[config.mk]
export PLATFORM = sky130hd
export DESIGN_NAME = dvp_pixel_tx
export DESIGN_NICKNAME = d
export VERILOG_FILES = /design/src/rtl/dvp_pixel_tx.sv
export SDC_FILE = /design/constraint.sdc
export NUM_CORES = 1
export LEC_CHECK = 0
export BUFFER_PORTS_ARGS = -buffer_cell sky130_fd_sc_hd__clkbuf_2
export CORE_MARGIN = 1.5
export CORE_UTILIZATION = 55
export DETAILED_ROUTE_END_ITERATION = 8
export PLACE_DENSITY = 0.77
export SYNTH_ARGS = -nofsm -noshare
export SYNTH_HDL_FRONTEND = slang
export SYNTH_SLANG_ARGS = --single-unit
export TNS_END_PERCENT = 50
[constraint.sdc]
create_clock -name sys_clk -period 2.5 [get_ports sys_clk]
set_clock_uncertainty 0.2 [all_clocks]
set_input_delay 0.25 -clock sys_clk [delete_from_list [all_inputs] [get_ports sys_clk]]
set_output_delay 0.25 -clock sys_clk [all_outputs]
set_load 0.05 [all_outputs]
[src/rtl/dvp_pixel_tx.sv]
// DVP camera-style transmitter: streams RGB565 pixels from a FWFT source as
// a byte-wide DVP stream (vsync/href/data) with configurable frame timing.
module dvp_pixel_tx #(
  parameter int H_PIXEL = 800,
  parameter int V_PIXEL = 480,
  parameter int H_BLANK = 64,
  parameter int V_SYNC  = 2,
  parameter int V_BACK  = 4,
  parameter int V_FRONT = 4
) (
  input  logic        sys_clk,
  input  logic        sys_rst,
  input  logic        tx_en,
  input  logic [15:0] pix_data,
  input  logic        pix_empty,
  output logic        pix_req,
  output logic        ov_vsync,
  output logic        ov_href,
  output logic [7:0]  ov_data,
  output logic        frame_start,
  output logic        frame_done,
  output logic        underflow
);
  localparam logic [11:0] LINE_LAST = 12'(2 * H_PIXEL + H_BLANK - 1);
  localparam logic [11:0] ACT_COLS  = 12'(2 * H_PIXEL);

  typedef enum logic [2:0] {IDLE, VSYNC, VBACK, ACTIVE, VFRONT} state_t;

  state_t      state_reg, state_next;
  logic [11:0] col_reg, col_next, line_reg, line_next;
  logic [11:0] phase_last;
  logic        line_end, phase_end, frame_end;
  logic        pix_req_reg, pix_req_next;
  logic        vsync_reg, vsync_next, href_reg, href_next;
  logic [7:0]  data_reg, data_next, lo_byte_reg, lo_byte_next;
  logic        fs_reg, fs_next, fd_reg, fd_next, uf_reg, uf_next;

  // Phase boundaries; a zero-length phase is never entered, so its value is moot.
  always_comb begin
    phase_last = '0;
    case (state_reg)
      VSYNC:   phase_last = 12'(V_SYNC - 1);
      VBACK:   phase_last = 12'(V_BACK - 1);
      ACTIVE:  phase_last = 12'(V_PIXEL - 1);
      VFRONT:  phase_last = 12'(V_FRONT - 1);
      default: phase_last = '0;
    endcase
  end

  assign line_end  = (col_reg == LINE_LAST);
  assign phase_end = line_end && (line_reg == phase_last);
  assign frame_end = phase_end &&
                     ((state_reg == VFRONT) || ((state_reg == ACTIVE) && (V_FRONT == 0)));

  always_comb begin
    state_next = state_reg;
    case (state_reg)
      IDLE:    if (tx_en) state_next = VSYNC;
      VSYNC:   if (phase_end) state_next = (V_BACK > 0) ? VBACK : ACTIVE;
      VBACK:   if (phase_end) state_next = ACTIVE;
      ACTIVE:  if (phase_end) state_next = frame_end ? (tx_en ? VSYNC : IDLE) : VFRONT;
      VFRONT:  if (phase_end) state_next = tx_en ? VSYNC : IDLE;
      default: state_next = IDLE;
    endcase

    col_next  = '0;
    line_next = '0;
    if ((state_reg != IDLE) && !phase_end) begin
      col_next  = line_end ? 12'd0 : col_reg + 12'd1;
      line_next = line_end ? line_reg + 12'd1 : line_reg;
    end
  end

  // Outputs are registered from the current state, so they trail the counters
  // by one clock; pix_req looks at the next state so the source word is on
  // pix_data exactly when its high byte is being registered.
  always_comb begin
    pix_req_next = (state_next == ACTIVE) && (col_next < ACT_COLS) && !col_next[0];
    vsync_next   = (state_reg == VSYNC);
    href_next    = (state_reg == ACTIVE) && (col_reg < ACT_COLS);
    fs_next      = (state_reg == VSYNC) && (col_reg == '0) && (line_reg == '0);
    fd_next      = frame_end;

    lo_byte_next = lo_byte_reg;
    if (pix_req_reg) lo_byte_next = pix_empty ? 8'h00 : pix_data[7:0];

    data_next = 8'h00;
    if (href_next) begin
      if (col_reg[0]) data_next = lo_byte_reg;
      else            data_next = pix_empty ? 8'h00 : pix_data[15:8];
    end

    uf_next = uf_reg;
    if (fs_next) uf_next = 1'b0;
    if (pix_req_reg && pix_empty) uf_next = 1'b1;
  end

  always_ff @(posedge sys_clk) begin
    if (sys_rst) begin
      state_reg   <= IDLE;
      col_reg     <= '0;
      line_reg    <= '0;
      pix_req_reg <= 1'b0;
      vsync_reg   <= 1'b0;
      href_reg    <= 1'b0;
      data_reg    <= 8'h00;
      lo_byte_reg <= 8'h00;
      fs_reg      <= 1'b0;
      fd_reg      <= 1'b0;
      uf_reg      <= 1'b0;
    end else begin
      state_reg   <= state_next;
      col_reg     <= col_next;
      line_reg    <= line_next;
      pix_req_reg <= pix_req_next;
      vsync_reg   <= vsync_next;
      href_reg    <= href_next;
      data_reg    <= data_next;
      lo_byte_reg <= lo_byte_next;
      fs_reg      <= fs_next;
      fd_reg      <= fd_next;
      uf_reg      <= uf_next;
    end
  end

  assign pix_req     = pix_req_reg;
  assign ov_vsync    = vsync_reg;
  assign ov_href     = href_reg;
  assign ov_data     = data_reg;
  assign frame_start = fs_reg;
  assign frame_done  = fd_reg;
  assign underflow   = uf_reg;
endmodule

==> flow_summary.yaml, run 1 <==
route:
  route.detailed.drc: 0
  drtPass1Iterations: 4
  finalWirelength_mm: 4.999
  drtAntennaViolNets: 0
  wl_per_cell_um: 13.44
  drt_iter0_drc: 122
  vias: 1972
  via_per_inst: 5.301
placed_design:
  gp_congestion: 0.8255
  dp_hpwl_mm: 3.467
  portBuffers: 33
  place_ws_ps: 243.0
clock_network:
  clk_pin_slew_worst_paths_ps: 90
  clock_latency_ps: 300
  cts_buffers: 5
  post-cts-setup-buffer-count: 0
  cts-root-buf: "clkbuf_8"
  cts_resized: 0
  hold_buffers: 12
  cts_htree_levels: 2
  cts_tree: "built"
  clock_sinks: 49
  clk_path_buf_depth: 2
synth:
  ys_ff_latch: 49
  synthCells: 272
  ys_types: 48
  synth_top_family_by_area: "simple AND/OR/NAND/NOR gates"
  syn_area_per_cell_um2: 8.735
  synthArstFlopShare: 0
  syn_area_mm2: 0.002376
  yosysWarnings: 0
  synth.largest_area_cell: "dfxtp_1"
  synth_edf_count: 0
  synth_top_area_share: 0.4128
  synthTopCellsByArea: "dfxtp_1 (41%), nor2_1 (7.3%), xnor2_1 (5.2%), xor2_1 (4.4%), nor2b_1 (3.2%)"
  synth_fp_nets: 296
  synth_mux_area_frac: 0.02159
  ys_top_cells_by_count: "dfxtp_1 (49), nor2_1 (46), xnor2_1 (14)"
  ys.flop_type: "dfxtp_1"
  synthSimpleGateAreaFrac: 0.3002
  synth_xor_xnor_area_share: 0.09584
  synth_most_common_cell: "dfxtp_1"
  synth_fa_ha_area_frac: 0.02106
  synth_compound_area_frac: 0.09742
  seq_area_frac_synth: 0.4128
timing:
  max_freq_mhz: 438.2
  drv_slew: 0
  fin_worst_hold_slack_ps: 13.38
  final_hold_viol_count: 0
  slew_headroom: 0.5914
  min_period_over_period: 0.9129
  rsz0062_at_grt: "false"
  setup_viol: 0
  min_period_ps: 2282
  tightestPinTransition_ps: 608.8
  final.setup.tns_ps: 0
  fin_ws_ps: 217.8
cells_and_area:
  utilization: 0.6972
  final_nets: 345
  drive_gt1_frac: 0.2205
  fillerInstances: 322
  ff_latch_area_um2: 980.9
  multi_input_area_mm2: 0.001274
  area_delta_synth_final_pct: 19.91
  diodes: 0
floorplan:
  ios: 34
  core_mm2: 0.004086
  start_util: 0.5814
  die_area_mm2: 0.004723
  die_h_um: 68.73
  rows: 23
  die_w_um: 68.73
grt:
  grt_max_degree: 19
  grtUsageTotal: 0.2310
  grt_pass1_vias: 1810
  globalRouteOverflowTotal: 0
  antenna_found_initial: 0
  grt_pass1_wl_mm: 8.252
run:
  max_cap_violations: 0
power_and_ir_drop:
  vdd_drop_max_mv: 0.3816
  p_leak_nw: 1.129
  p_per_area_mw_per_mm2: 542.1
worst_setup_path:
  reg2reg_from: "col_reg[2]"
  rr_worst_depth: 6
  path_class: "reg -> reg"
  cp-endpoint: "state_reg[2]"
  arrival_ps: 2320
  worstPathRequired_ps: 2530
  cp_max_fo: 8
  endpoint_kind: "flop"
  startpoint: "col_reg[2]"
  ff2ff_setup_slack_ps: 220
  worst_setup_path_start_kind: "flop"
  rr_endpoint: "state_reg[2]"
hold_path:
  min-delay-path-class: "in -> reg"
run_status:
  status: "completed"
critical path, cell delays in order (launching register included):
cell and delay, ps:
dfxtp_1 480, nand4_4 200, nor4_4 530, nand3_2 120, a211oi_2 270, mux2_1 340
nor2_1 80
cell type report:
class,count,share of cell area
Clock buffer,5,0.02415
Clock inverter,3,0.02284
Inverter,10,0.01318
Multi-Input combinational cell,200,0.4471
Sequential cell,49,0.3443
Tap cell,50,0.02196
Timing Repair Buffer,55,0.1265
report_power, final:
part           leakage (nW)  switching (W)  internal, W  total (W)
Clock                0.0681       0.000267     0.000397   0.000664
Sequential            0.395     0.00000417     0.000784   0.000788
Combinational         0.665      0.0000493    0.0000430  0.0000923
metrics by stage:
step                      area, um^2  total power, W  cells
after floorplan                 2376       0.0008550    272
after global placement          2595       0.0008819    352
after detailed placement        2595       0.0008823    352
after CTS                       2849        0.001546    372
after global routing            2849        0.001585    372
final                           2849        0.001545    372
layout by cell type (no fill, tap or decap), types with 3 or more instances in the layout:
cell type	count
a21oi_1	12
a22oi_1	8
a31oi_1	3
and3_1	4
and4b_1	3
buf_4	10
clkbuf_2	33
clkbuf_8	5
dfxtp_1	49
dlygate4sd3_1	12
ha_1	4
inv_1	10
mux2i_1	4
nand2_1	13
nand3_1	11
nor2_1	46
nor2_2	10
nor2b_1	12
nor3_1	7
nor4_1	6
xnor2_1	14
xor2_1	12
cells by family (layout without fill, tap and decap cells):
family          after synthesis  count (layout)
compound gates               35              35
xor+xnor                     26              26
fa+ha+maj                     4               4
buf+inv                      23              73
flops                        49              49
mux                           5               5
simple gates                130             130
routing by layer:
layer,routed length [um],track usage
met5,0,0
met4,42,0.04902
met3,190,0.05357
met2,2350,0.3702
met1,2416,0.3185
worst min path at each step:
stage,slack (ps),end,cells past startpoint,startpoint
2_1_floorplan,190,lo_byte_reg[0],2,pix_data[0]
3_3_place_gp,280,ov_data[6],2,lo_byte_reg[6]
3_5_place_dp,280,ov_data[6],2,lo_byte_reg[6]
4_1_cts,6,lo_byte_reg[6],3,pix_data[6]
5_1_grt,5,ov_data[1],3,pix_data[9]
6_report,10,lo_byte_reg[6],3,pix_data[6]
Note: power is estimated with default switching activity, not from simulation.
==> inputs of run 2 (changes only) <==
--- a/config.mk
+++ b/config.mk
@@ -5,9 +5,11 @@
 export SDC_FILE = /design/constraint.sdc
 export NUM_CORES = 1
 export LEC_CHECK = 0
+export ABC_AREA = 1
 export BUFFER_PORTS_ARGS = -buffer_cell sky130_fd_sc_hd__clkbuf_2
 export CORE_MARGIN = 1.5
 export CORE_UTILIZATION = 55
+export CTS_BUF_LIST = sky130_fd_sc_hd__clkbuf_4 sky130_fd_sc_hd__clkbuf_8 sky130_fd_sc_hd__clkbuf_16
 export DETAILED_ROUTE_END_ITERATION = 8
 export PLACE_DENSITY = 0.77
 export SYNTH_ARGS = -nofsm -noshare
==> run 2 against run 1 <==
- clock power fell by 26%
- die area rose by 0.55%
- final cell count rose by 16%
- largest cell class unchanged
==> flow_summary.yaml, run 2 <==
run_status:
  status: "completed"
synth:
  syn_area_per_cell_um2: 7.112
  synthCells: 336
  synth_fp_nets: 360
  synthArstFlopShare: 0
  yosysWarnings: 0
  synth_top_area_share: 0.4105
  seq_area_frac_synth: 0.4105
  synth_most_common_cell: "nand2_1"
  ys_ff_latch: 49
  synth_edf_count: 0
  ys_top_cells_by_count: "nand2_1 (67), nor2_1 (51), dfxtp_1 (49)"
  ys_types: 33
  synth.largest_area_cell: "dfxtp_1"
  ys.flop_type: "dfxtp_1"
  synthTopCellsByArea: "dfxtp_1 (41%), nand2_1 (11%), nor2_1 (8.0%), nand3_1 (6.7%), inv_1 (6.0%)"
  syn_area_mm2: 0.002390
clock_network:
  cts_tree: "built"
  clk_pin_slew_worst_paths_ps: 100
  cts_buffers: 5
  clock_latency_ps: 310
  clk_path_buf_depth: 2
  cts_htree_levels: 2
  post-cts-setup-buffer-count: 0
  clock_sinks: 49
  cts-root-buf: "clkbuf_8"
worst_setup_path:
  worst_setup_path_start_kind: "flop"
  arrival_ps: 2110
  ff2ff_setup_slack_ps: 390
  rr_endpoint: "line_reg[4]"
  worstPathRequired_ps: 2500
  reg2reg_from: "col_reg[1]"
  rr_worst_depth: 12
  path_class: "reg -> reg"
  startpoint: "col_reg[1]"
  cp_max_fo: 16
  endpoint_kind: "flop"
power_and_ir_drop:
  p_leak_nw: 1.124
  comb_power_share: 0.061
  clkPwrFrac: 0.361
  p_int_w: 0.001023
  swShare: 0.2470
  seq_power_share: 0.579
  vdd_drop_max_mv: 0.3364
  p_switching_w: 0.0003357
  p_per_area_mw_per_mm2: 485.9
cells_and_area:
  drive_gt1_frac: 0.1723
  final_common_cell: "nand2_1"
  fillerInstances: 372
  area_delta_synth_final_pct: 17.02
  final_nets: 406
  diodes: 0
  layout_common_cells: "nand2_1 (67), nor2_1 (51), dfxtp_1 (49)"
timing:
  final.setup.tns_ps: 0
  setup_viol: 0
  drv_slew: 0
  tightestPinTransition_ps: 454.6
  max_freq_mhz: 474.9
  rsz0062_at_grt: "false"
  min_period_over_period: 0.8422
  final_hold_viol_count: 0
  min_period_ps: 2106
  slew_headroom: 0.6958
  fin_worst_hold_slack_ps: 2.068
floorplan:
  start_util: 0.5848
  ios: 34
  rows: 23
  core_mm2: 0.004086
  die_h_um: 68.92
  die_area_mm2: 0.004749
  die_w_um: 68.92
grt:
  antenna_found_initial: 0
  grt_pass1_wl_mm: 8.466
  grt_max_degree: 18
  grtUsageTotal: 0.2367
  grt_pass1_vias: 1958
  globalRouteOverflowTotal: 0
route:
  finalWirelength_mm: 5.263
  wl_per_cell_um: 12.15
  route.detailed.drc: 0
  drt_iter0_drc: 158
  via_per_inst: 5.266
  vias: 2280
  drtPass1Iterations: 4
  drtAntennaViolNets: 0
placed_design:
  portBuffers: 33
  dp_hpwl_mm: 3.707
  gp_congestion: 0.9129
hold_path:
  hold_path_end: "ov_data[0]"
  min_path_cells: 3
  hp-start: "pix_data[8]"
  min-delay-path-class: "in -> reg"
run:
  max_cap_violations: 0
-- run 2: changes by cell type after synthesis, moves of 6 or more --
cell,previous run,this run
inv_1,10,38
nand2_1,13,67
nand2_2,0,6
nand3_1,11,32
nand4_1,2,12
nor2_2,10,3
nor2b_1,12,0
xnor2_1,14,0
xor2_1,12,5
-- run 2: metal layers --
| metal | GRT usage | part of all wire | vias to the layer above |
|---|---|---|---|
| met5 | 0 | 0 | - |
| met2 | 0.3978 | 0.49 | 68 |
| met3 | 0.04870 | 0.046 | 8 |
| met4 | 0.06127 | 0.014 | 0 |
| met1 | 0.3092 | 0.45 | 1021 |
| li1 | - | - | 1183 |
-- run 2: worst max-delay path by stage --
stage / to / slack [ps] / cells past startpoint
final: line_reg[4] / 390 / 12
after CTS: line_reg[4] / 380 / 12
after global routing: line_reg[10] / 180 / 9
after floorplan: line_reg[10] / 540 / 13
after global placement: col_reg[7] / 430 / 12
after detailed placement: line_reg[9] / 400 / 12
-- run 2: final cells by class --
type,instances,area [um^2],area share
Multi-Input combinational cell,239,1216,0.4349
Sequential cell,49,980.9,0.3508
Timing Repair Buffer,45,282.8,0.1011
Inverter,42,160.2,0.05727
Clock buffer,5,68.82,0.02461
Tap cell,50,62.56,0.02237
Clock inverter,3,25.02,0.008949
-- run 2: per-stage QoR --
stage	total power (W)	area, um^2	std cells	worst slack [ps]	util
2_1_floorplan	0.0008474	2390	336	536.1	-
3_3_place_gp	0.0008719	2592	414	433.5	0.6344
3_5_place_dp	0.0008720	2592	414	402.8	0.6344
4_1_cts	0.001367	2786	432	375.1	0.6819
5_1_grt	0.001408	2796	433	175.9	0.6843
6_report	0.001359	2796	433	394.4	0.6843
-- run 2: power by group through the flow --
stage	combinational, W	sequential (W)	clock [W]
4_1_cts	0.0000799	0.000786	0.000501
3_3_place_gp	0.0000677	0.000804	0
3_5_place_dp	0.0000673	0.000805	0
5_1_grt	0.0000908	0.000787	0.000530
2_1_floorplan	0.0000377	0.000810	0
6_report	0.0000824	0.000786	0.000490
-- run 2: timing repair --
item,4_1_cts,5_1_grt
hold endpoints to repair,10,1
endpoints found under the setup margin,0,0
gates resized for setup,0,0
hold buffers,10,1
-- run 2: worst max-delay path, cell delays in order, from the launching register on --
cell and delay (ps):
dfxtp_1 370, ha_1 250, nand3_2 130, nor2_4 130, nand2_2 80, nor2_4 150
nand2_2 90, nor2_4 130, nand2_4 80, nand2_2 90, nor2_4 50, inv_4 170
nor3b_1 70
-- run 2: cells by family (layout without fill, tap and decap cells) --
| logic type | after synthesis | in the layout | synth area share |
|---|---|---|---|
| AO/OA/AOI/OAI | 34 | 34 | 0.08429 |
| XOR/XNOR | 5 | 5 | 0.01832 |
| adder cells (fa/ha/maj) | 4 | 4 | 0.02094 |
| buffers and inverters | 48 | 95 | 0.08063 |
| flip-flops | 49 | 49 | 0.4105 |
| AND/OR/NAND/NOR | 196 | 196 | 0.3853 |
